**src/rtl/snake_motion_ctrl.sv**
```systemverilog
// snake_motion_ctrl: game-logic front end for the green body display.
// Holds head position, heading and length, generates the periodic move
// strobe, and detects wall / self collisions and food consumption.
// Optional build macro: SNAKE_WRAP_EN (coordinates wrap mod 16, no walls).
module snake_motion_ctrl #(
  parameter int TICK_DIV = 12500000,
  parameter int INIT_X   = 8,
  parameter int INIT_Y   = 4,
  parameter int INIT_LEN = 3
) (
  input  logic              clk,
  input  logic              reset,
  input  logic              start,
  input  logic              btn_up,
  input  logic              btn_down,
  input  logic              btn_left,
  input  logic              btn_right,
  input  logic [3:0]        food_x,
  input  logic [3:0]        food_y,
  input  logic              food_valid,
  input  logic [15:0][15:0] body_pixels,
  output logic [3:0]        head_x,
  output logic [3:0]        head_y,
  output logic [4:0]        snake_length,
  output logic              step,
  output logic              ate,
  output logic              died,
  output logic              running
);

  localparam logic [1:0] S_IDLE = 2'd0;
  localparam logic [1:0] S_RUN  = 2'd1;
  localparam logic [1:0] S_DEAD = 2'd2;

  // Opposite directions differ only in bit 0.
  localparam logic [1:0] D_UP    = 2'd0;
  localparam logic [1:0] D_DOWN  = 2'd1;
  localparam logic [1:0] D_LEFT  = 2'd2;
  localparam logic [1:0] D_RIGHT = 2'd3;

  localparam int          CW      = $clog2(TICK_DIV);
  localparam logic [CW-1:0] CNT_MAX = CW'(TICK_DIV - 1);

  logic [1:0]    state;
  logic [CW-1:0] cnt;
  logic [1:0]    cdir, pdir;

  logic       req_vld, acc, move;
  logic [1:0] req_dir, eff_dir;
  logic [3:0] nx, ny;
  logic       wall, hit_self, collide, eat;

  // Button priority encode and reversal filter against the committed heading.
  always_comb begin
    req_vld = btn_up | btn_down | btn_left | btn_right;
    req_dir = D_RIGHT;
    if (btn_up)        req_dir = D_UP;
    else if (btn_down) req_dir = D_DOWN;
    else if (btn_left) req_dir = D_LEFT;
    acc     = req_vld && !((req_dir[1] == cdir[1]) && (req_dir[0] != cdir[0]));
    // A request landing in the move cycle itself is honoured by that move.
    eff_dir = acc ? req_dir : pdir;
    move    = (state == S_RUN) && (cnt == CNT_MAX);
  end

  // Candidate next head; 4-bit arithmetic wraps naturally, walls flag the edge.
  always_comb begin
    nx   = head_x;
    ny   = head_y;
    wall = 1'b0;
    case (eff_dir)
      D_UP:    begin nx = head_x - 4'd1; wall = (head_x == 4'd0);  end
      D_DOWN:  begin nx = head_x + 4'd1; wall = (head_x == 4'd15); end
      D_LEFT:  begin ny = head_y - 4'd1; wall = (head_y == 4'd0);  end
      default: begin ny = head_y + 4'd1; wall = (head_y == 4'd15); end
    endcase
`ifdef SNAKE_WRAP_EN
    wall = 1'b0;
`endif
    // The tail cell is still lit this cycle, so chasing the tail kills too.
    hit_self = body_pixels[nx][ny];
    collide  = wall | hit_self;
    eat      = food_valid && (nx == food_x) && (ny == food_y);
  end

  // Game FSM, tick counter and all registered outputs.
  always_ff @(posedge clk) begin
    if (reset) begin
      state        <= S_IDLE;
      cnt          <= '0;
      cdir         <= D_RIGHT;
      pdir         <= D_RIGHT;
      head_x       <= 4'(INIT_X);
      head_y       <= 4'(INIT_Y);
      snake_length <= 5'(INIT_LEN);
      step         <= 1'b0;
      ate          <= 1'b0;
      died         <= 1'b0;
      running      <= 1'b0;
    end else begin
      step <= 1'b0;
      ate  <= 1'b0;
      case (state)
        S_IDLE: begin
          cnt <= '0;
          if (start) begin
            state   <= S_RUN;
            running <= 1'b1;
          end
        end
        S_RUN: begin
          pdir <= eff_dir;
          cnt  <= move ? '0 : cnt + 1'b1;
          if (move) begin
            cdir <= eff_dir;
            if (collide) begin
              state   <= S_DEAD;
              running <= 1'b0;
              died    <= 1'b1;
            end else begin
              head_x <= nx;
              head_y <= ny;
              step   <= 1'b1;
              if (eat) begin
                ate <= 1'b1;
                if (snake_length != 5'd31) snake_length <= snake_length + 5'd1;
              end
            end
          end
        end
        S_DEAD: begin
          cnt <= '0;
          if (start) begin
            state        <= S_IDLE;
            died         <= 1'b0;
            cdir         <= D_RIGHT;
            pdir         <= D_RIGHT;
            head_x       <= 4'(INIT_X);
            head_y       <= 4'(INIT_Y);
            snake_length <= 5'(INIT_LEN);
          end
        end
        default: begin
          state   <= S_IDLE;
          cnt     <= '0;
          running <= 1'b0;
          died    <= 1'b0;
        end
      endcase
    end
  end

endmodule

```
**config.mk**
```make
export PLATFORM = sky130hd
export DESIGN_NAME = snake_motion_ctrl
export DESIGN_NICKNAME = d
export VERILOG_FILES = /design/src/rtl/snake_motion_ctrl.sv
export SDC_FILE = /design/constraint.sdc
export NUM_CORES = 1
export LEC_CHECK = 0
export ABC_AREA = 1
export BUFFER_PORTS_ARGS = -buffer_cell sky130_fd_sc_hd__buf_2
export CAP_MARGIN = 20
export CORE_ASPECT_RATIO = 0.9
export CORE_MARGIN = 3
export CORE_UTILIZATION = 52
export CTS_CLUSTER_SIZE = 24
export DETAILED_ROUTE_END_ITERATION = 8
export PLACE_DENSITY = 0.95
export SLEW_MARGIN = 30
export SYNTH_ARGS = -nofsm -noshare
export SYNTH_HDL_FRONTEND = slang
export SYNTH_SLANG_ARGS = --single-unit
```
**constraint.sdc**
```tcl
create_clock -name clk -period 10 [get_ports clk]
set_input_delay 2 -clock clk [delete_from_list [all_inputs] [get_ports clk]]
set_output_delay 2 -clock clk [all_outputs]
set_load 0.1 [all_outputs]
```
# After elaboration in Yosys (flattened, before gate mapping)

Cells that the tools add are included.

$add $sub $neg: 6
$lt $le $gt $ge: 2
Eq/ne operators: 19
Mux-type cells: 44
Bitwise operators: 8
Reduce and logical (&&, ||, !) cells: 22

Operators with widths:

| kind                                               | number |
|---|---|
| binary-select mux 16 bit (select 4 bit)            | 1 |
| one-hot mux 4 bit (2 select lines)                 | 4 |
| two-way mux 5 bit                                  | 5 |
| adder 24 x 1 -> 24 bit, second input constant      | 1 |
| equality test 24 bit, second input constant        | 1 |
| two-way mux 4 bit                                  | 6 |
| two-way mux 2 bit                                  | 9 |
| two-way mux 16 bit                                 | 1 |
| AND reduction 4 bit                                | 4 |
| inequality test 2 bit, second input constant       | 6 |
| < comparator 4 x 5 -> 1 bit, second input constant | 2 |
| two-way mux 1 bit                                  | 10 |
| one-hot mux 5 bit (2 select lines)                 | 1 |
| one-hot mux 1 bit (3 select lines)                 | 3 |
| adder 4 x 1 -> 4 bit, second input constant        | 2 |
| equality test 4 bit                                | 2 |
| equality test 4 bit, second input constant         | 2 |
| zero test 4 bit                                    | 2 |
| one-hot mux 2 bit (2 select lines)                 | 2 |
| subtractor 4 x 1 -> 4 bit, second input constant   | 2 |
| one-hot mux 2 bit (3 select lines)                 | 1 |
| AND reduction 6 bit                                | 1 |
| OR reduction 3 bit                                 | 2 |
| adder 5 x 1 -> 5 bit, second input constant        | 1 |
| other kinds (17)                                   | 30 |

Register bits: 47

# Longest topological paths before layout

Depth in word-level cells: 18
Mapped depth: 33

# Worst setup path after synthesis

Ideal clock, no wire load.

Path type: input -> register
Start point: in btn_down
End point: reg head_x[2]
Library setup time: 0.065 ns
Arrival time: 5.093 ns
Required time: 9.935 ns
Slack: 4.841 ns
Stages: 30
Cell sequence: nor2_1 -> nand2_1 -> nand2_1 -> nand3_2 -> nand3_1 -> nand2_1 -> buf_6 -> nor2_1 -> inv_1 -> ha_1 -> nand2_1 -> nand2_1 -> a31oi_1 -> o211ai_1 -> nand3_1 -> nand2_1 -> nand2_4 -> inv_2 -> buf_6 -> nand3_1 -> nand3_1 -> nand3_1 -> nand3_1 -> nand3_2 -> nand3_4 -> nand2_8 -> nand2_4 -> inv_4 -> nor2_1 -> nor2_1

Cells in the longest elaborated chain, start to end: 16

Ends and longest elaborated chain:

| what                                                                   | RTL line | text |
|---|---|---|
| start: declaration                                                     | 15       | `input logic btn_down,` |
| two-way mux 2 bit                                                      | 58       | `else if (btn_down) req_dir = D_DOWN;` |
| two-way mux 2 bit                                                      | 57       | `if (btn_up) req_dir = D_UP;` |
| equality test 1 bit / inequality test 1 bit (equally long branches)    | 60       | `acc = req_vld && !((req_dir[1] == cdir[1]) && (req_dir[0] != cdir[0]));` |
| logical AND 1 bit                                                      | 60       |  |
| zero test 1 bit                                                        | 60       |  |
| logical AND 1 bit                                                      | 60       |  |
| two-way mux 2 bit *                                                    | 62       | `eff_dir = acc ? req_dir : pdir;` |
| equality test 2 x 1 -> 1 bit / zero test 2 bit (equally long branches) | 71       | `case (eff_dir)` |
| one-hot mux 4 bit (2 select lines)                                     | 71       |  |
| binary-select mux 16 bit (select 4 bit)                                | 81       | `hit_self = body_pixels[nx][ny];` |
| two-way mux 16 bit (not written as such)                               | 81       |  |
| binary-select mux 1 bit (select 4 bit)                                 | 81       |  |
| two-way mux 1 bit (not written as such)                                | 81       |  |
| OR 1 bit                                                               | 82       | `collide = wall \| hit_self;` |
| inequality test 2 bit (no line)                                        | -        |  |
| AND reduction 4 bit (no line)                                          | -        |  |
| end signal: assignment                                                 | 93       | `head_x <= 4'(INIT_X);` |
| end signal: assignment                                                 | 121      | `head_x <= nx;` |
| end signal: assignment                                                 | 138      | `head_x <= 4'(INIT_X);` |
| end: declaration                                                       | 22       | `output logic [3:0] head_x,` |

Every way passes the cells marked *; elsewhere a longest branch is shown, timed or not. The select of a mux whose other input is x is not followed.
A chain may end at the register's enable or synchronous reset.

# Worst setup path after layout

Start point: in btn_down
End point: reg head_y[2]

Cells in the longest elaborated chain, start to end: 16

Ends and longest elaborated chain:

| what                                                                   | RTL line | text |
|---|---|---|
| two-way mux 2 bit                                                      | 58       |  |
| two-way mux 2 bit                                                      | 57       |  |
| equality test 1 bit / inequality test 1 bit (equally long branches)    | 60       |  |
| logical AND 1 bit                                                      | 60       |  |
| zero test 1 bit                                                        | 60       |  |
| logical AND 1 bit                                                      | 60       |  |
| two-way mux 2 bit *                                                    | 62       |  |
| equality test 2 x 1 -> 1 bit / zero test 2 bit (equally long branches) | 71       |  |
| one-hot mux 4 bit (2 select lines)                                     | 71       |  |
| binary-select mux 16 bit (select 4 bit)                                | 81       |  |
| two-way mux 16 bit (not written as such)                               | 81       |  |
| binary-select mux 1 bit (select 4 bit)                                 | 81       |  |
| two-way mux 1 bit (not written as such)                                | 81       |  |
| OR 1 bit                                                               | 82       |  |
| inequality test 2 bit (no line)                                        | -        |  |
| AND reduction 4 bit (no line)                                          | -        |  |
| end signal: assignment                                                 | 94       | `head_y <= 4'(INIT_Y);` |
| end signal: assignment                                                 | 122      | `head_y <= ny;` |
| end signal: assignment                                                 | 139      | `head_y <= 4'(INIT_Y);` |
| end: declaration                                                       | 23       | `output logic [3:0] head_y,` |

Marked as above.

==> run_summary.xml <==
<?xml version="1.0" encoding="UTF-8"?>
<metrics>
  <group name="outcome">
    <metric name="result_of_the_run" unit="">finished clean</metric>
  </group>
  <group name="clock_network">
    <metric name="max-clock-path-buffers" unit="">2</metric>
    <metric name="tritoncts_num_sinks" unit="">47</metric>
    <metric name="clk_pin_slew" unit="ns">0.07</metric>
    <metric name="cts-root-buf" unit="">sky130_fd_sc_hd__clkbuf_16</metric>
    <metric name="h-tree-depth" unit="">2</metric>
    <metric name="cts_resized" unit="">0</metric>
    <metric name="cts_hold_buf" unit="">0</metric>
    <metric name="tritoncts" unit="">built</metric>
    <metric name="cts.repair_timing.setup_buffer_count" unit="">0</metric>
    <metric name="clock_latency" unit="ns">0.29</metric>
    <metric name="numCtsBuffers" unit="">5</metric>
  </group>
  <group name="cells_and_area">
    <metric name="nets" unit="">1673</metric>
    <metric name="final_cell_area" unit="um^2">7520</metric>
    <metric name="area.growth.synth_to_final" unit="%">26.3</metric>
    <metric name="area_used_by_multi_input_combinational_logic" unit="um^2">3950</metric>
    <metric name="finish.cell_count_without_fillers" unit="">1549</metric>
    <metric name="ff_latch_area" unit="um^2">941</metric>
    <metric name="fillerInstances" unit="">1081</metric>
    <metric name="finalCoreUtilization" unit="">0.684</metric>
    <metric name="final_layout_size_suffix_gt1_frac" unit="">0.238</metric>
  </group>
  <group name="drt">
    <metric name="detail-route-antenna-nets" unit="">0</metric>
    <metric name="drt_first_iter_violations" unit="">798</metric>
    <metric name="drc_errors" unit="">0</metric>
    <metric name="finalWirelength" unit="um">21600</metric>
    <metric name="route.vias.total" unit="">8056</metric>
    <metric name="viasPerCell" unit="">5.20</metric>
    <metric name="detail_route.wl_per_cell" unit="um">14.0</metric>
    <metric name="dr.pass1.iters" unit="">6</metric>
  </group>
  <group name="critical_path">
    <metric name="critical_path.endpoint_type" unit="">register</metric>
    <metric name="crit_required" unit="ns">10.18</metric>
    <metric name="worst_setup_path_start_kind" unit="">primary input</metric>
    <metric name="cp_data_arrival_time" unit="ns">6.90</metric>
    <metric name="timing.setup.critical_path_class" unit="">in2reg</metric>
    <metric name="worstPathMaxFanout" unit="">68</metric>
  </group>
  <group name="floorplanning">
    <metric name="core_area" unit="um^2">11000</metric>
    <metric name="floorplan.die.width" unit="um">119</metric>
    <metric name="die_span_in_y" unit="um">107</metric>
    <metric name="top_level_ports" unit="">289</metric>
    <metric name="design.die.area" unit="um^2">12800</metric>
    <metric name="placement_rows" unit="">36</metric>
    <metric name="initial_core_util" unit="">0.542</metric>
  </group>
  <group name="synthesis">
    <metric name="synth-seq-cells" unit="">47</metric>
    <metric name="synthDistinctLibCells" unit="">40</metric>
    <metric name="postSynthNetCount" unit="">1425</metric>
    <metric name="syn-cell-area" unit="um^2">5950</metric>
    <metric name="synth_largest_type_area_fraction" unit="">0.276</metric>
    <metric name="post_synth_inst_count" unit="">1146</metric>
    <metric name="yosysWarnings" unit="">0</metric>
    <metric name="synth_area_leader_cell" unit="">sky130_fd_sc_hd__nand2_1</metric>
    <metric name="post_synth.cell_area_avg" unit="um^2">5.19</metric>
    <metric name="synth_area_leaders" unit="">sky130_fd_sc_hd__nand2_1 (28%), sky130_fd_sc_hd__nand3_1 (18%), sky130_fd_sc_hd__dfxtp_1 (16%)</metric>
    <metric name="seq_area_frac_synth" unit="">0.158</metric>
  </group>
  <group name="timing">
    <metric name="fin_crit_sh" unit="">0.671</metric>
    <metric name="worst_slew_slack_as_a_fraction_of_its_limit" unit="">0.431</metric>
    <metric name="max_freq" unit="MHz">149</metric>
    <metric name="setup_slack" unit="ns">3.29</metric>
    <metric name="timing_worst_slew_pin_value" unit="ns">0.853</metric>
    <metric name="hold_viol" unit="">0</metric>
    <metric name="slew_violations" unit="">0</metric>
    <metric name="finalClockSkew" unit="ns">0.00754</metric>
    <metric name="rsz0062_at_grt" unit="">no</metric>
    <metric name="finalSetupViolations" unit="">0</metric>
    <metric name="totalNegativeSetupSlack" unit="ns">0</metric>
    <metric name="post-route-min-period" unit="ns">6.71</metric>
  </group>
  <group name="run">
    <metric name="drv_cap" unit="">0</metric>
  </group>
  <group name="power">
    <metric name="power_per_cell_area" unit="nW/um^2">347</metric>
    <metric name="power_leakage" unit="nW">4.43</metric>
    <metric name="worst_vdd_ir" unit="mV">0.252</metric>
  </group>
  <group name="global_routing">
    <metric name="grt_start_max_net_pins" unit="">114</metric>
    <metric name="via_count_of_the_first_global_routing_pass" unit="">7101</metric>
    <metric name="wire_length_of_the_first_global_routing_pass" unit="um">34000</metric>
    <metric name="initial_antenna_violation_count" unit="">2</metric>
    <metric name="gr-total-overflow" unit="">0</metric>
    <metric name="overall_fraction_of_global_route_tracks_in_use" unit="">0.318</metric>
  </group>
  <group name="place">
    <metric name="dp.cells" unit="">1537</metric>
    <metric name="post_dp_cell_area" unit="um^2">7300</metric>
    <metric name="gpl.final_weighted_congestion" unit="">0.919</metric>
    <metric name="portBuffers" unit="">288</metric>
    <metric name="pre_cts_ws" unit="ns">3.41</metric>
    <metric name="place.detailed.hpwl" unit="um">16800</metric>
  </group>
  <group name="hold_path">
    <metric name="timing.hold.worst.class" unit="">reg2reg</metric>
  </group>
</metrics>
[kinds of logic (layout without fill, tap and decap cells)]
kind of cell             count (synthesis)  count (layout)  share of synthesized area
AND/OR/NAND/NOR                        767             767                      0.568
flip-flops                              47              47                      0.158
adder cells (fa/ha/maj)                  7               7                     0.0160
other                                    0               2                          0
AO/OA/AOI/OAI                           63              63                     0.0629
buffers and inverters                  252             501                      0.180
XOR/XNOR                                10              10                     0.0147
[cells in the mapped netlist (all sizes together)]
cell	n
buf	45
nor4	6
o22ai	3
o31ai	1
ha	6
or2	1
a31oi	2
a21boi	1
inv	197
nor3	14
a21oi	19
o211ai	9
nand3	223
nand3b	7
nand2	451
fa	1
xnor2	5
nor3b	1
o21a	2
dfxtp	47
nor2	52
clkinv	2
a211oi	2
xor2	5
nand4	12
o21ai	22
clkbuf	8
a221oi	2
[worst max-delay path, stage by stage]
cell and delay (ns):
sky130_fd_sc_hd__buf_2 0.10, sky130_fd_sc_hd__nor2_1 0.18, sky130_fd_sc_hd__nand2_1 0.07, sky130_fd_sc_hd__nand2_1 0.08, sky130_fd_sc_hd__nand3_2 0.11, sky130_fd_sc_hd__nand2_4 0.13
sky130_fd_sc_hd__nand2_1 0.09, sky130_fd_sc_hd__nand2_1 0.28, sky130_fd_sc_hd__nor2_1 0.13, sky130_fd_sc_hd__fa_1 0.50, sky130_fd_sc_hd__nand2_1 0.06, sky130_fd_sc_hd__nand2_2 0.05
sky130_fd_sc_hd__buf_4 0.56, sky130_fd_sc_hd__clkinv_2 0.87, sky130_fd_sc_hd__o211ai_1 0.35, sky130_fd_sc_hd__nand3_1 0.12, sky130_fd_sc_hd__nand3_1 0.11, sky130_fd_sc_hd__nand3_1 0.08
sky130_fd_sc_hd__nand3_1 0.09, sky130_fd_sc_hd__nand3_1 0.10, sky130_fd_sc_hd__nand3_2 0.11, sky130_fd_sc_hd__nand3_4 0.14, sky130_fd_sc_hd__nand2_8 0.14, sky130_fd_sc_hd__nand2_4 0.10
sky130_fd_sc_hd__a21oi_1 0.20, sky130_fd_sc_hd__nand2_1 0.07
[per-stage QoR]
| stage | power [W] | hold WS, ns |
|---|---|---|
| 2_1_floorplan | 0.00200 | 0.418 |
| 3_3_place_gp | 0.00235 | 0.430 |
| 3_5_place_dp | 0.00238 | 0.439 |
| 4_1_cts | 0.00255 | 0.448 |
| 5_1_grt | 0.00286 | 0.470 |
| 6_report | 0.00261 | 0.445 |
[final cells by class]
type                       count  area share
multi-input combinational    847       0.525
timing repair buffer         294       0.204
sequential                    47       0.125
inverter                     199      0.0999
tap                          152      0.0253
clock buffer                   7      0.0190
clock inverter                 1     0.00117
antenna                        2    0.000666
[state kept, by name, summed over array words and instances, names as in the netlist]
| signal | cells |
|---|---|
| state | 2 |
| head_y | 4 |
| died | 1 |
| head_x | 4 |
| step | 1 |
| pdir | 2 |
| running | 1 |
| snake_length | 5 |
| cdir | 2 |
| ate | 1 |
| cnt | 24 |
[metal layers]
metal | up-vias | track usage | share of wire
li1 | 4073 | - | -
met1 | 3514 | 0.402 | 0.40
met2 | 421 | 0.579 | 0.50
met3 | 48 | 0.0363 | 0.081
met4 | 0 | 0.0761 | 0.020
met5 | - | 0 | 0
[power by group]
group / switching [W] / total [W] / internal (W)
clock network: 0.0000716 / 0.000172 / 0.000100
registers: 0.0000557 / 0.000285 / 0.000229
logic: 0.00150 / 0.00215 / 0.000655
[layout by cell type (no fill, tap or decap), types with 3 or more instances in the layout]
master	instances
sky130_fd_sc_hd__nand2_1	438
sky130_fd_sc_hd__buf_2	288
sky130_fd_sc_hd__nand3_1	216
sky130_fd_sc_hd__inv_1	191
sky130_fd_sc_hd__nor2_1	51
sky130_fd_sc_hd__dfxtp_1	47
sky130_fd_sc_hd__a21oi_1	19
sky130_fd_sc_hd__nor3_1	13
sky130_fd_sc_hd__nand4_1	12
sky130_fd_sc_hd__o21ai_1	12
sky130_fd_sc_hd__o211ai_1	9
sky130_fd_sc_hd__o21ai_0	8
sky130_fd_sc_hd__nand2_4	7
sky130_fd_sc_hd__nand3b_1	7
sky130_fd_sc_hd__nand3_2	6
sky130_fd_sc_hd__nor4_1	6
sky130_fd_sc_hd__ha_1	6
sky130_fd_sc_hd__nand2_2	5
sky130_fd_sc_hd__xnor2_1	5
sky130_fd_sc_hd__xor2_1	5
sky130_fd_sc_hd__clkbuf_16	5
sky130_fd_sc_hd__inv_2	4
sky130_fd_sc_hd__o22ai_1	3
sky130_fd_sc_hd__buf_4	3
[worst paths after layout]
kind / from / endpoint / slack, ns / cells after the start
max: btn_down / head_y[2] / 3.29 / 26
min: died / died / 0.45 / 2
max reg2reg: cdir[1] / head_y[2] / 4.89 / 25
min reg2reg: died / died / 0.45 / 2
Power figures use the tool's default switching activity.
